[config.mk]
export PLATFORM = sky130hd
export DESIGN_NAME = led_step_ctrl
export DESIGN_NICKNAME = d
export VERILOG_FILES = /design/src/rtl/led_ctrl_pkg.sv /design/src/rtl/btn_debounce.sv /design/src/rtl/led_step_ctrl.sv
export SDC_FILE = /design/constraint.sdc
export NUM_CORES = 1
export LEC_CHECK = 0
export ABC_CLOCK_PERIOD_IN_PS = 5000
export BUFFER_PORTS_ARGS = -buffer_cell sky130_fd_sc_hd__buf_2
export CAP_MARGIN = 20
export CORE_ASPECT_RATIO = 0.6
export CORE_MARGIN = 8
export CORE_UTILIZATION = 55
export CTS_BUF_LIST = sky130_fd_sc_hd__clkbuf_2
export DETAILED_ROUTE_END_ITERATION = 6
export GPL_TIMING_DRIVEN = 1
export PLACE_DENSITY = 0.71
export RECOVER_POWER = 100
export SLEW_MARGIN = 5
export SYNTH_ARGS = -nofsm -noshare
export SYNTH_HDL_FRONTEND = slang
export SYNTH_SLANG_ARGS = --single-unit
[constraint.sdc]
create_clock -name clk -period 5 [get_ports clk]
set_input_delay 1 -clock clk [delete_from_list [all_inputs] [get_ports clk]]
set_output_delay 1 -clock clk [all_outputs]
set_load 0.05 [all_outputs]
[src/rtl/led_ctrl_pkg.sv]
// Shared types and default timing for the LED sequencer and its step-pulse controller.
package led_ctrl_pkg;

  typedef enum logic {
    MODE_AUTO   = 1'b0,
    MODE_MANUAL = 1'b1
  } mode_t;

  localparam int unsigned DEF_TICK_CYCLES     = 50_000_000;
  localparam int unsigned DEF_DEBOUNCE_CYCLES = 1_000_000;
  localparam int unsigned DEF_HOLD_CYCLES     = 50_000_000;
  localparam int unsigned DEF_REPEAT_CYCLES   = 12_500_000;
  localparam int unsigned DEF_CNT_W           = 32;

endpackage

[src/rtl/btn_debounce.sv]
// Raw pushbutton front end: 2-flop synchroniser, level debounce and a
// registered one-cycle press pulse on each accepted rising level.
module btn_debounce
  import led_ctrl_pkg::*;
#(
  parameter int unsigned DEBOUNCE_CYCLES = DEF_DEBOUNCE_CYCLES,
  parameter int unsigned CNT_W           = DEF_CNT_W
) (
  input  logic clk,
  input  logic rst,
  input  logic btn,
  output logic level,
  output logic press
);

  if (DEBOUNCE_CYCLES < 1) begin : g_bad_debounce
    $error("btn_debounce: DEBOUNCE_CYCLES must be >= 1");
  end

  localparam logic [CNT_W-1:0] DB_LAST = CNT_W'(DEBOUNCE_CYCLES - 1);

  logic             sync_meta;
  logic             sync_q;
  logic [CNT_W-1:0] db_cnt;
  logic             level_prev;

  // NOTE: sequential state is written with non-blocking assignments so every
  // flop in the chain samples its pre-edge input value.
  always_ff @(posedge clk or posedge rst) begin
    if (rst) begin
      sync_meta  <= 1'b0;
      sync_q     <= 1'b0;
      db_cnt     <= '0;
      level      <= 1'b0;
      level_prev <= 1'b0;
      press      <= 1'b0;
    end else begin
      sync_meta <= btn;
      sync_q    <= sync_meta;
      // Count consecutive disagreeing cycles; any agreement restarts the count.
      if (sync_q == level) begin
        db_cnt <= '0;
      end else if (db_cnt == DB_LAST) begin
        level  <= ~level;
        db_cnt <= '0;
      end else begin
        db_cnt <= db_cnt + CNT_W'(1);
      end
      level_prev <= level;
      press      <= level & ~level_prev;
    end
  end

endmodule

[src/rtl/led_step_ctrl.sv]
// Step-pulse generator for the LED sequencer: AUTO prescaler or MANUAL button steps.
// Optional hold-to-repeat in MANUAL is enabled by defining LED_STEP_REPEAT_EN.
module led_step_ctrl
  import led_ctrl_pkg::*;
#(
  parameter int unsigned TICK_CYCLES     = DEF_TICK_CYCLES,
  parameter int unsigned DEBOUNCE_CYCLES = DEF_DEBOUNCE_CYCLES,
  parameter int unsigned HOLD_CYCLES     = DEF_HOLD_CYCLES,
  parameter int unsigned REPEAT_CYCLES   = DEF_REPEAT_CYCLES,
  parameter int unsigned CNT_W           = DEF_CNT_W
) (
  input  logic clk,
  input  logic rst,
  input  logic btn_mode,
  input  logic btn_step,
  output logic step,
  output logic auto_mode
);

  if (TICK_CYCLES < 2) begin : g_bad_tick
    $error("led_step_ctrl: TICK_CYCLES must be >= 2");
  end
  if (HOLD_CYCLES < 2 || REPEAT_CYCLES < 2) begin : g_bad_repeat
    $error("led_step_ctrl: HOLD_CYCLES and REPEAT_CYCLES must be >= 2");
  end

  localparam logic [CNT_W-1:0] TICK_LAST = CNT_W'(TICK_CYCLES - 1);

  mode_t            mode_q, mode_d;
  logic [CNT_W-1:0] presc_q, presc_d;
  logic             step_q, step_d;
  logic             mode_press, step_press;
  logic             mode_level_unused;

`ifdef LED_STEP_REPEAT_EN
  localparam logic [CNT_W-1:0] HOLD_LAST   = CNT_W'(HOLD_CYCLES - 1);
  localparam logic [CNT_W-1:0] REPEAT_LAST = CNT_W'(REPEAT_CYCLES - 1);

  logic             step_level;
  logic             rpt_active_q, rpt_active_d;
  logic             rpt_hold_q, rpt_hold_d;
  logic [CNT_W-1:0] rpt_cnt_q, rpt_cnt_d;
`else
  logic             step_level_unused;
`endif

  btn_debounce #(
    .DEBOUNCE_CYCLES (DEBOUNCE_CYCLES),
    .CNT_W           (CNT_W)
  ) u_mode_db (
    .clk   (clk),
    .rst   (rst),
    .btn   (btn_mode),
    .level (mode_level_unused),
    .press (mode_press)
  );

  btn_debounce #(
    .DEBOUNCE_CYCLES (DEBOUNCE_CYCLES),
    .CNT_W           (CNT_W)
  ) u_step_db (
    .clk   (clk),
    .rst   (rst),
    .btn   (btn_step),
`ifdef LED_STEP_REPEAT_EN
    .level (step_level),
`else
    .level (step_level_unused),
`endif
    .press (step_press)
  );

  always_ff @(posedge clk or posedge rst) begin
    if (rst) begin
      mode_q  <= MODE_AUTO;
      presc_q <= '0;
      step_q  <= 1'b0;
`ifdef LED_STEP_REPEAT_EN
      rpt_active_q <= 1'b0;
      rpt_hold_q   <= 1'b0;
      rpt_cnt_q    <= '0;
`endif
    end else begin
      mode_q  <= mode_d;
      presc_q <= presc_d;
      step_q  <= step_d;
`ifdef LED_STEP_REPEAT_EN
      rpt_active_q <= rpt_active_d;
      rpt_hold_q   <= rpt_hold_d;
      rpt_cnt_q    <= rpt_cnt_d;
`endif
    end
  end

  // NOTE: every always_comb output is given a default before any branch, so no
  // path can leave it unassigned and infer a latch.
  always_comb begin
    mode_d  = mode_q;
    presc_d = '0;
    step_d  = 1'b0;
`ifdef LED_STEP_REPEAT_EN
    rpt_active_d = 1'b0;
    rpt_hold_d   = 1'b0;
    rpt_cnt_d    = '0;
`endif
    // A mode toggle takes priority over any step source in the same cycle.
    unique case (mode_q)
      MODE_AUTO: begin
        if (mode_press) begin
          mode_d = MODE_MANUAL;
        end else if (presc_q == TICK_LAST) begin
          step_d = 1'b1;
        end else begin
          presc_d = presc_q + CNT_W'(1);
        end
      end
      MODE_MANUAL: begin
        if (mode_press) begin
          mode_d = MODE_AUTO;
        end else if (step_press) begin
          step_d = 1'b1;
`ifdef LED_STEP_REPEAT_EN
          rpt_active_d = 1'b1;
          rpt_hold_d   = 1'b1;
`endif
        end
`ifdef LED_STEP_REPEAT_EN
        else if (rpt_active_q && step_level) begin
          // Hold phase waits HOLD_CYCLES after the press pulse, then repeats.
          rpt_active_d = 1'b1;
          if (rpt_cnt_q == (rpt_hold_q ? HOLD_LAST : REPEAT_LAST)) begin
            step_d = 1'b1;
          end else begin
            rpt_hold_d = rpt_hold_q;
            rpt_cnt_d  = rpt_cnt_q + CNT_W'(1);
          end
        end
`endif
      end
    endcase
  end

  assign step      = step_q;
  assign auto_mode = (mode_q == MODE_AUTO);

endmodule

### Word-level counts from Yosys, hierarchy flattened

Index checks and enable logic that the tools add are counted.

| storage, ports and cells | value |
|---|---|
| output and inout port bits | 2 |
| memories | 0 |
| logic and storage cells | 49 |
| input port bits | 4 |
| bits in writable memories | 0 |
| bits in registers | 108 |
| latch bits | 0 |
| memory bits (read-only) | 0 |

| cells by class | value |
|---|---|
| bitwise operators | 9 |
| div/mod/pow operators | 0 |
| multipliers | 0 |
| $lt $le $gt $ge | 0 |
| mux-type cells | 15 |
| $add $sub $neg | 3 |
| reductions and logical operators | 2 |
| shift-type cells | 0 |
| equal/unequal tests | 5 |

Operators by type and width:

| cell | number |
|---|---|
| 32-bit two-way mux | 7 |
| 32-bit by 1-bit adder with 32-bit output (second input constant) | 3 |
| 32-bit by 20-bit equality test with 1-bit output (second input constant) | 2 |
| 32-bit by 26-bit equality test with 1-bit output (second input constant) | 1 |
| 1-bit NOT | 7 |
| 1-bit two-way mux | 6 |
| 1-bit one-hot mux with 2 select lines | 2 |
| 2-bit AND reduction | 2 |
| 1-bit bitwise AND | 2 |
| 1-bit equality test | 2 |

### Depth between registers and ports, before layout

| depth | value |
|---|---|
| depth in word-level cells | 4 |
| gate-level depth with buffers | 8 |
| depth with buffers taken out | 6 |

### Cells and area by module

Synthesis repeated with hierarchy kept, for this count alone.

| unflattened totals | value |
|---|---|
| cell total of the unflattened synthesis | 558 |
| area, all modules | 5425.2 um^2 |

By module, submodules not included:

| module | instances | area each (um^2) | sequential area each (um^2) | cells an instance |
|---|---|---|---|---|
| btn_debounce | 2 | 1838.0 | 925.9 | 185 |
| led_step_ctrl | 1 | 1749.2 | 850.8 | 188 |

### Least setup slack after synthesis

No wires, ideal clock.

| path | value |
|---|---|
| path kind | register to register |
| start | register u_step_db.db_cnt[13] |
| end | register u_step_db.db_cnt[30] |
| clock period less this slack | 2078 ps |
| data required time | 4874 ps |
| cell stages (with the launch flop) | 9 |
| library setup time | 126 ps |
| arrival time | 1952 ps |
| buffers on the path | 3 |
| setup slack | 2922 ps |
| cells stage by stage | dfrtp_1 -> buf_6 -> or4_1 -> or4_1 -> nor3_2 -> or2_1 -> buf_4 -> buf_6 -> a21oi_1 |

| between the ends | value |
|---|---|
| word-level cells in the longest chain between the ends | 3 |
| elaborated cells between the ends (all ways) | 4 |
| those cells by class | add/sub (1); eq/ne (1); mux (2) |

Ends and longest elaborated chain:

| what | line | source |
|---|---|---|
| from (decl) | btn_debounce.sv:24 | `logic [CNT_W-1:0] db_cnt;` |
| from (signal assigned) | btn_debounce.sv:47 | `db_cnt <= db_cnt + CNT_W'(1);` |
| 32-bit by 1-bit adder with 32-bit output or 32-bit by 20-bit equality test with 1-bit output (tied branches) | btn_debounce.sv:47, btn_debounce.sv:43 |  |
| 32-bit two-way mux (*) | btn_debounce.sv:43 | `end else if (db_cnt == DB_LAST) begin` |
| 32-bit two-way mux (*) | btn_debounce.sv:41 | `if (sync_q == level) begin` |

Every way passes the cells marked *; elsewhere a longest branch is shown, timed or not.
A chain may end at the register's enable or synchronous reset.

### Worst setup path in the final report

| path | value |
|---|---|
| start | register u_step_db.db_cnt[15] |
| end | register u_step_db.db_cnt[2] |

| between the ends | value |
|---|---|
| word-level cells in the longest chain between the ends | 3 |

Ends and longest elaborated chain:

| what | line |
|---|---|
| 32-bit by 20-bit equality test with 1-bit output | btn_debounce.sv:43 |
| 32-bit two-way mux | btn_debounce.sv:43 |
| 32-bit two-way mux | btn_debounce.sv:41 |

Every way passes these cells.

==> results.cfg <==
[grt]
grt_pass1_vias = 3737
antenna_found_initial = 0
grt_usage = 0.1709
grt_max_degree = 78
gr-total-overflow = 0
grt_pass1_wl_um = 18200

[floorplanning]
rows = 27
die_area_sq_um = 13210
io_pins = 6
die_y_um = 92.28
core-area_sq_um = 9290
die_x_um = 143.1
start_util = 0.5741

[logic_synthesis]
syn-cell-area_sq_um = 5334
synth_seq_cells = 108
yosysSeqAreaShare = 0.5067
synth_most_common_cell = dfrtp_1
synth_edf_count = 0
syn_nets = 560
synth_commonest_cells = dfrtp_1, nor2_1, xor2_1, nand4_1, nand2_1
synth_area_leaders = dfrtp_1, xor2_1, nor2_1
syn_inst = 553
post_synth_num_cell_types = 37
yosysTopAreaCell = dfrtp_1
avgSynthCellArea_sq_um = 9.645
ys.flop_type = dfrtp_1
netlist.area_leader.share = 0.5067
yosysWarnings = 0
async_flop_share = 1.000

[clocking]
cts_root_buf = clkbuf_2
clk_latency_ns = 0.58
cts.reportedPaths.clkPinSlew_ns = 0.26
cts_max_level = 3
cts_resized = 0
cts.sinks = 108
post_cts_buffers = 0
holdBufCountCts = 0
cts_buffers = 9
cts_tree = yes
clock_path_buffers = 2

[cells_and_area]
multi_input_area_sq_um = 2482
num_antenna_cells = 0
reg_top3 = presc_q x32, u_mode_db.db_cnt x32, u_step_db.db_cnt x32
nets = 562
drive_gt1_frac = 0.04821
layoutNonFillerInstCount = 690
regArea_sq_um = 2703
area_delta_synth_final_pct = 4.269
fill_cells = 779

[place]
globalplace.congestion = 0.8370
dp_hpwl_um = 7283
dpl.cell_count = 673
io_buffer_count = 5

[sta]
fin_crit_sh = 0.6757
hold_violations = 0
timing.final.crit_period_ns = 3.379
setup_viol = 0
slew_violations = 140
tightest_slew_ns = 3.255
finalClockSkew_ns = 0.03085
slew_headroom = -1.182
rsz0062_at_grt = false
tns_ns = 0
fmax_mhz = 296.0

[routing]
viasPerCell = 5.774
antenna_left = 0
wl_um = 10560
drc_errors = 0
wl_per_cell_um = 15.31
dr.pass1.iters = 4
drt_first_iter_violations = 335
vias = 3984

[pwr]
power_leakage_nw = 2.367
power_frac_comb = 0.026
ir_drop_mv = 0.1221
clkPwrFrac = 0.324
power_density_nw_per_um2 = 245.2
p_sw_frac = 0.2229
p_switching_mw = 0.3039
internal-power_mw = 1.060
sequentialPowerShare = 0.650

[worst_setup_path]
reg2reg_depth = 5
worstSetupEndpointType = register
cp-start-kind = register
arrival_ns = 3.78
crit_fanout = 31
crit_required_ns = 5.41
r2r_slack_ns = 1.62
crit_type = reg2reg

[hold_path]
hold_depth = 0
hold_path.class = reg2reg

[run]
drv_cap = 3

[outcome]
status = finished with violations
violations = capacitance limit, slew limit
==> final timing paths <==
kind / start / end
max: u_step_db.db_cnt[15]$_DFF_PP0_ / u_step_db.db_cnt[2]$_DFF_PP0_
min: u_step_db.sync_meta$_DFF_PP0_ / u_step_db.sync_q$_DFF_PP0_
max reg2reg: u_step_db.db_cnt[15]$_DFF_PP0_ / u_step_db.db_cnt[2]$_DFF_PP0_
min reg2reg: u_step_db.sync_meta$_DFF_PP0_ / u_step_db.sync_q$_DFF_PP0_
max in group asynchronous: rst / u_step_db.db_cnt[0]$_DFF_PP0_
min in group asynchronous: rst / u_step_db.sync_meta$_DFF_PP0_
==> placed cells by master (no fill, tap or decap) <==
master,n
dfrtp_1,108
nor2_1,101
xor2_1,54
nand4_1,44
nand2_1,42
nand3_1,30
xnor2_1,29
nor4_1,20
and3_1,16
clkbuf_2,12
nor3_1,11
inv_1,11
a21oi_1,10
or3_1,8
and4_1,7
o21ai_0,7
and2_1,6
nor4b_1,5
nor2b_1,4
nand4b_1,4
ha_1,3
buf_2,3
clkbuf_1,3
mux2_2,2
or4_1,2
or2_0,2
nor4_2,2
bufinv_16,2
o21bai_1,1
nor3_2,1
o211ai_1,1
nand3b_1,1
a31oi_1,1
o31a_1,1
clkinvlp_2,1
a211o_1,1
or2_2,1
clkinv_4,1
clkinv_2,1
buf_4,1
==> routing by layer <==
metal  GRT usage  wire, um  part of all wire
met2      0.2305      4359              0.41
met4     0.04661        99            0.0094
met3     0.04397       619             0.059
met1      0.2609      5484              0.52
met5           0         0                 0
==> kinds of logic after synthesis <==
family	share of synthesized area
compound gates	0.02393
xor+xnor	0.1363
fa+ha+maj	0.007038
buf+inv	0.02627
flops	0.5067
mux	0.004222
simple gates	0.2956
==> stage by stage <==
stage	cell area (sq um)	hold slack, ns	util	power (mW)	setup WS [ns]
6_report	5562	0.3890	0.5987	1.364	1.621
3_5_place_dp	5436	0.3387	0.5852	0.9378	2.180
5_1_grt	5562	0.3957	0.5987	1.422	1.325
3_3_place_gp	5436	0.3335	0.5852	0.9361	2.300
2_1_floorplan	5334	0.3312	-	0.9291	1.154
4_1_cts	5570	0.3950	0.5996	1.382	2.133
==> worst max-delay path: stages, from the launching register on <==
cell and delay (ns):
dfrtp_1 0.51, or4_1 0.56, or4_1 0.49, nor3_1 0.23
or2_0 1.29, nor2_1 0.15
==> final cells by class <==
type	instances	share of cell area
Clock buffer	12	0.01080
Clock inverter	4	0.01327
Inverter	12	0.008324
Multi-Input combinational cell	417	0.4463
Sequential cell	108	0.4859
Tap cell	130	0.02925
Timing Repair Buffer	7	0.006074
==> power by group through the flow <==
stage               Sequential [mW]  Combinational (mW)  Clock [mW]
global route                  0.889              0.0415       0.491
global placement              0.900              0.0356           0
floorplan                     0.899              0.0297           0
finish                        0.887              0.0348       0.442
CTS                           0.887              0.0370       0.459
detailed placement            0.901              0.0369           0
Power figures use the tool's default switching activity.
